<file path="config.mk">
export PLATFORM = sky130hd
export DESIGN_NAME = cmp_share_arbiter
export DESIGN_NICKNAME = d
export VERILOG_FILES = /design/src/rtl/cmp_share_arbiter.sv
export SDC_FILE = /design/constraint.sdc
export NUM_CORES = 1
export LEC_CHECK = 0
export CORE_MARGIN = 4
export CORE_UTILIZATION = 47
export CTS_BUF_LIST = sky130_fd_sc_hd__clkbuf_4
export CTS_CLUSTER_DIAMETER = 120
export DETAILED_ROUTE_END_ITERATION = 6
export PLACE_DENSITY = 0.82
export SLEW_MARGIN = 5
export SYNTH_ARGS = -nofsm -noshare
export SYNTH_HDL_FRONTEND = slang
export SYNTH_SLANG_ARGS = --single-unit
</file>
<file path="constraint.sdc">
create_clock -name clk -period 3.55 [get_ports clk]
set_clock_uncertainty 0.1 [all_clocks]
set_input_delay 0.5325 -clock clk [delete_from_list [all_inputs] [get_ports clk]]
set_output_delay 0.5325 -clock clk [all_outputs]
set_load 0.01 [all_outputs]
</file>
<file path="src/rtl/cmp_share_arbiter.sv">
// cmp_share_arbiter: shares one W-bit magnitude comparator among N requesters, granted round-robin.
// Latency: req is sampled in IDLE at edge t, and ack plus results are registered at edge t+2. One compare every 3 cycles.
// Backpressure: each requester holds req and its operands until ack. Build option CMP_SHARE_SIGNED_EN selects a two's-complement compare.
module cmp_share_arbiter #(
    parameter int W   = 4,
    parameter int N   = 4,
    parameter int IDW = 2
) (
    input  logic             clk,
    input  logic             rst,
    input  logic [N-1:0]     req,
    input  logic [N*W-1:0]   a_bus,
    input  logic [N*W-1:0]   b_bus,
    output logic [N-1:0]     ack,
    output logic             agreat,
    output logic             bgreat,
    output logic             aeb,
    output logic [IDW-1:0]   res_id,
    output logic             busy
);

    localparam logic [IDW:0]   LP_N    = (IDW+1)'(N);
    localparam logic [IDW-1:0] LP_LAST = IDW'(N-1);

    typedef enum logic [1:0] {
        S_IDLE = 2'd0,
        S_CMP  = 2'd1,
        S_RESP = 2'd2
    } state_t;

    state_t           r_state;
    logic [IDW-1:0]   r_rr_ptr;
    logic [IDW-1:0]   r_win;
    logic [W-1:0]     r_a;
    logic [W-1:0]     r_b;
    logic             r_gt;
    logic             r_lt;
    logic             r_eq;
    logic [N-1:0]     r_ack;
    logic             r_agreat;
    logic             r_bgreat;
    logic             r_aeb;
    logic [IDW-1:0]   r_res_id;
    logic             r_busy;

    logic [2*N-1:0]   w_req_dbl;
    logic [N-1:0]     w_req_rot;
    logic [IDW-1:0]   w_off;
    logic [IDW:0]     w_sum;
    logic [IDW-1:0]   w_win;
    logic             w_any;
    logic [W-1:0]     w_win_a;
    logic [W-1:0]     w_win_b;
    logic             w_gt;
    logic             w_lt;
    logic             w_eq;
    logic [IDW-1:0]   w_rr_nxt;
    logic [N-1:0]     w_ack_oh;

    // Round-robin winner: rotate req so rr_ptr sits at bit 0, take the lowest set bit, rotate the offset back
    always_comb begin
        w_req_dbl = {req, req} >> r_rr_ptr;
        w_req_rot = w_req_dbl[N-1:0];
        w_any     = |req;
        w_off     = '0;
        for (int k = N-1; k >= 0; k--) begin
            if (w_req_rot[k]) begin
                w_off = IDW'(k);
            end
        end
        w_sum = {1'b0, r_rr_ptr} + {1'b0, w_off};
        w_win = (w_sum >= LP_N) ? IDW'(w_sum - LP_N) : IDW'(w_sum);
    end

    // Operand mux for the winning requester
    always_comb begin
        w_win_a = '0;
        w_win_b = '0;
        for (int k = 0; k < N; k++) begin
            if (w_win == IDW'(k)) begin
                w_win_a = a_bus[k*W +: W];
                w_win_b = b_bus[k*W +: W];
            end
        end
    end

    // Shared comparator on the latched operands, plus the next pointer and the ack one-hot
    always_comb begin
`ifdef CMP_SHARE_SIGNED_EN
        w_gt = $signed(r_a) > $signed(r_b);
        w_lt = $signed(r_a) < $signed(r_b);
`else
        w_gt = r_a > r_b;
        w_lt = r_a < r_b;
`endif
        w_eq     = (r_a == r_b);
        w_rr_nxt = (r_win == LP_LAST) ? '0 : r_win + 1'b1;
        w_ack_oh = N'(1) << r_win;
    end

    // Sequencer: IDLE grants and latches, CMP registers the compare, RESP publishes ack and results together
    always_ff @(posedge clk) begin
        if (rst) begin
            r_state  <= S_IDLE;
            r_rr_ptr <= '0;
            r_win    <= '0;
            r_a      <= '0;
            r_b      <= '0;
            r_gt     <= 1'b0;
            r_lt     <= 1'b0;
            r_eq     <= 1'b0;
            r_ack    <= '0;
            r_agreat <= 1'b0;
            r_bgreat <= 1'b0;
            r_aeb    <= 1'b0;
            r_res_id <= '0;
            r_busy   <= 1'b0;
        end else begin
            r_ack <= '0;
            case (r_state)
                S_IDLE: begin
                    if (w_any) begin
                        r_a     <= w_win_a;
                        r_b     <= w_win_b;
                        r_win   <= w_win;
                        r_busy  <= 1'b1;
                        r_state <= S_CMP;
                    end
                end
                S_CMP: begin
                    r_gt    <= w_gt;
                    r_lt    <= w_lt;
                    r_eq    <= w_eq;
                    r_state <= S_RESP;
                end
                S_RESP: begin
                    // Result outputs change only here, so they hold between acks
                    r_ack    <= w_ack_oh;
                    r_agreat <= r_gt;
                    r_bgreat <= r_lt;
                    r_aeb    <= r_eq;
                    r_res_id <= r_win;
                    r_rr_ptr <= w_rr_nxt;
                    r_busy   <= 1'b0;
                    r_state  <= S_IDLE;
                end
                default: begin
                    r_busy  <= 1'b0;
                    r_state <= S_IDLE;
                end
            endcase
        end
    end

    assign ack    = r_ack;
    assign agreat = r_agreat;
    assign bgreat = r_bgreat;
    assign aeb    = r_aeb;
    assign res_id = r_res_id;
    assign busy   = r_busy;

endmodule
</file>
==> results.py <==
metrics = {
    "run_status": {
        "status": "completed",
    },
    "power_and_ir_drop": {
        "p_seq_share_pct": 48.4,
        "switchingPower_w": 0.000219,
        "power.internal_w": 0.000514,
        "p_per_area_mw_per_mm2": 363,
        "ir_drop_mv": 0.210,
        "swShare_pct": 29.9,
        "comb_power_share_pct": 33.5,
        "clkPwrFrac_pct": 18.1,
        "p_leak_nw": 0.855,
    },
    "floorplanning": {
        "dieHeight_um": 63.6,
        "die_area_mm2": 0.00405,
        "start_util_pct": 51.0,
        "fp.dieW_um": 63.6,
        "io_pins": 48,
        "core_area_mm2": 0.00285,
        "core.rowCount": 19,
    },
    "global_routing": {
        "track_usage_pct": 17.8,
        "grt_max_degree": 22,
        "gr-total-overflow": 0,
        "grt_pass1_wl_um": 5940,
        "grt_pass1_vias": 1350,
        "antenna_found_initial": 0,
    },
    "layout": {
        "final_nets": 245,
        "final_cell_mix": "47 x clkdlybuf4s50_1, 27 x dfxtp_1, 22 x nor2_1",
        "fill_cells": 225,
        "drive_gt1_share_pct": 11.0,
        "area_growth_pct": 38.9,
        "fin_util_pct": 70.8,
        "layout_commonest_cell": "clkdlybuf4s50_1",
        "insertedDiodeCount": 0,
    },
    "routing": {
        "num_vias": 1302,
        "drt_iter0_drc": 60,
        "firstDrtPassIters": 4,
        "drc": 0,
        "routed_via_density": 5.64,
        "drtAntennaViolNets": 0,
        "routed_wl_um": 3460,
        "wl_per_cell_um": 15.0,
    },
    "timing": {
        "timing.setup.tns_ns": 0,
        "fmax_ghz": 0.311,
        "finalSetupViolations": 0,
        "finalHoldViolations": 0,
        "fin_crit_sh_pct": 90.5,
        "worstMarginPinSlew_ns": 0.836,
        "finalMaxSlewViolations": 0,
        "period_needed_ns": 3.21,
        "rsz0062_at_grt": "false",
        "slew_headroom_pct": 43.9,
    },
    "worst_setup_path": {
        "arrival_ns": 3.35,
        "end_kind": "flop",
        "cpMaxStageDelayCell": "xnor2_4",
        "cp_max_fo": 16,
        "path_cells": "clkdlybuf4s50_1, nand2_1, nor2_1, a211oi_1, a21oi_1, a211o_1, ha_1, xor2_1, xnor2_4, mux2_2, a221o_1",
        "crit_buf_inv": 1,
        "cp.required_ns": 3.68,
        "cp_top_family": "compound AO/OA/AOI/OAI gates",
        "slowest_delay_ns": 0.50,
        "worstSetupStartpointType": "primary input",
        "critical_path_class": "in2reg",
    },
    "placed_design": {
        "portBuffers": 47,
        "dp_hpwl_um": 2750,
        "place_congestion": 0.734,
    },
    "clocking": {
        "htree_levels": 1,
        "cts.path.max_buffers": 2,
        "cts_tree": "done",
        "clk_pin_slew_worst_paths_ns": 0.15,
        "clk_latency_ns": 0.32,
        "cts_made_buffers": 3,
        "cts_hold_buf": 0,
        "cts_root_buf": "clkbuf_4",
        "tritoncts_num_sinks": 27,
    },
    "logic_synthesis": {
        "synth_seq_cells": 27,
        "synth_nets": 192,
        "netlist_instances": 148,
        "ys_seq_area_share_pct": 37.1,
        "synth_area_mm2": 0.00146,
        "yosysWarnings": 0,
        "synth_cell_types": 33,
        "synth_fa_ha_area_share_pct": 5.16,
        "yosys.area_share.simple_pct": 19.1,
        "synth_top_family_by_area": "simple AND/OR/NAND/NOR gates",
        "synth_compound_area_share_pct": 12.6,
        "synth.avg_cell_area_um2": 9.83,
        "synthXorXnorAreaFrac_pct": 1.72,
        "synthMuxAreaShare_pct": 19.1,
    },
    "worst_hold_path": {
        "hp-class": "reg2reg",
    },
    "job": {
        "drv_cap": 0,
    },
}
[synthesized netlist by cell type]
library cell	number	share of area, %
dfxtp_1	27	37
nor2_1	22	5.7
mux2i_1	12	8.3
mux2_1	8	6.2
a221o_1	7	4.8
ha_1	6	5.2
mux2_2	6	4.6
nand2b_1	6	2.6
a21oi_1	5	1.7
inv_1	5	1.3
nor3_1	5	1.7
and3b_1	4	2.4
clkbuf_1	4	1.0
nor3b_1	4	2.1
buf_6	3	2.3
a211o_1	2	1.2
nand2_1	2	0.52
nor2b_1	2	0.86
nor4_1	2	0.86
nor4b_1	2	1.2
o32ai_1	2	1.2
a211oi_1	1	0.52
a22o_1	1	0.60
a31oi_1	1	0.43
a32oi_2	1	1.1
a41oi_1	1	0.60
buf_1	1	0.26
buf_2	1	0.34
nor4bb_1	1	0.69
o21ai_0	1	0.34
or2b_1	1	0.52
xnor2_2	1	1.1
xor2_1	1	0.60
[cell families (layout without fill, tap and decap cells)]
group           count (synthesis)  count (layout)
buf+inv                        14              66
fa+ha+maj                       6               6
mux                            26              26
flops                          27              27
compound gates                 22              22
simple gates                   51              51
xor+xnor                        2               2
[final cells by class]
cell class | count | area [um2] | share of cell area [%]
Multi-Input combinational cell | 107 | 850 | 42.0
Tap cell | 31 | 38.8 | 1.92
Timing Repair Buffer | 57 | 546 | 27.0
Sequential cell | 27 | 541 | 26.7
Inverter | 5 | 18.8 | 0.929
Clock buffer | 3 | 22.5 | 1.11
Clock inverter | 1 | 5.00 | 0.248
[path summary, 6_finish.rpt]
check / from / to / slack, ns / cells past startpoint
setup / recovery: req[2] / r_a[2]$_SDFFE_PP0P_ / 0.34 / 11
hold reg to reg: r_gt$_SDFFE_PP0N_ / r_gt$_SDFFE_PP0N_ / 0.37 / 2
hold / removal: r_gt$_SDFFE_PP0N_ / r_gt$_SDFFE_PP0N_ / 0.37 / 2
setup reg to reg: r_rr_ptr[0]$_SDFFE_PP0N_ / r_a[2]$_SDFFE_PP0P_ / 0.46 / 9
[worst register-to-register path, cell delays in order (launching register included)]
cell and delay [ns]:
dfxtp_1 0.57, nor2_1 0.11, a211oi_1 0.24, a21oi_1 0.07, a211o_1 0.28, ha_1 0.19
xor2_1 0.20, xnor2_4 0.50, mux2_2 0.41, a221o_1 0.34
[layer usage]
| metal | part of all wire (%) | track usage (%) | vias to the layer above |
|---|---|---|---|
| met5 | 0 | 0 | - |
| met4 | 1.4 | 4.85 | 0 |
| met3 | 3.4 | 3.20 | 6 |
| met2 | 54 | 33.5 | 33 |
| met1 | 41 | 20.3 | 622 |
| li1 | - | - | 641 |
[power groups by stage]
| stage | Combinational [W] | Clock (W) | Sequential, W |
|---|---|---|---|
| after global placement | 0.000225 | 0 | 0.000360 |
| after CTS | 0.000244 | 0.000132 | 0.000354 |
| after global routing | 0.000270 | 0.000144 | 0.000357 |
| after detailed placement | 0.000241 | 0 | 0.000361 |
| final | 0.000245 | 0.000133 | 0.000354 |
| after floorplan | 0.000156 | 0 | 0.000355 |
[registers in the layout, indices dropped and copies added (netlist names), 2 cells and up]
signal,cells
ack,4
r_win,2
res_id,2
r_a,4
r_rr_ptr,2
r_state,2
r_b,4
[through the flow]
step	cells	total power [W]	setup WS (ns)	instance area, um2	hold WS, ns
after CTS	231	0.000729	0.0955	2010	0.374
after global placement	227	0.000585	-0.150	1980	0.349
after global routing	231	0.000771	0.212	2020	0.416
final	231	0.000733	0.336	2020	0.371
after detailed placement	227	0.000602	-0.240	1980	0.355
after floorplan	148	0.000511	0.631	1460	0.336
[repair_timing]
action / 4_1_cts / 5_1_grt
setup buffers: 0 / 0
setup endpoints to repair: 0 / 6
resized for setup: 0 / 1
endpoints found under the hold margin: 0 / 0
Power figures use the tool's default switching activity.
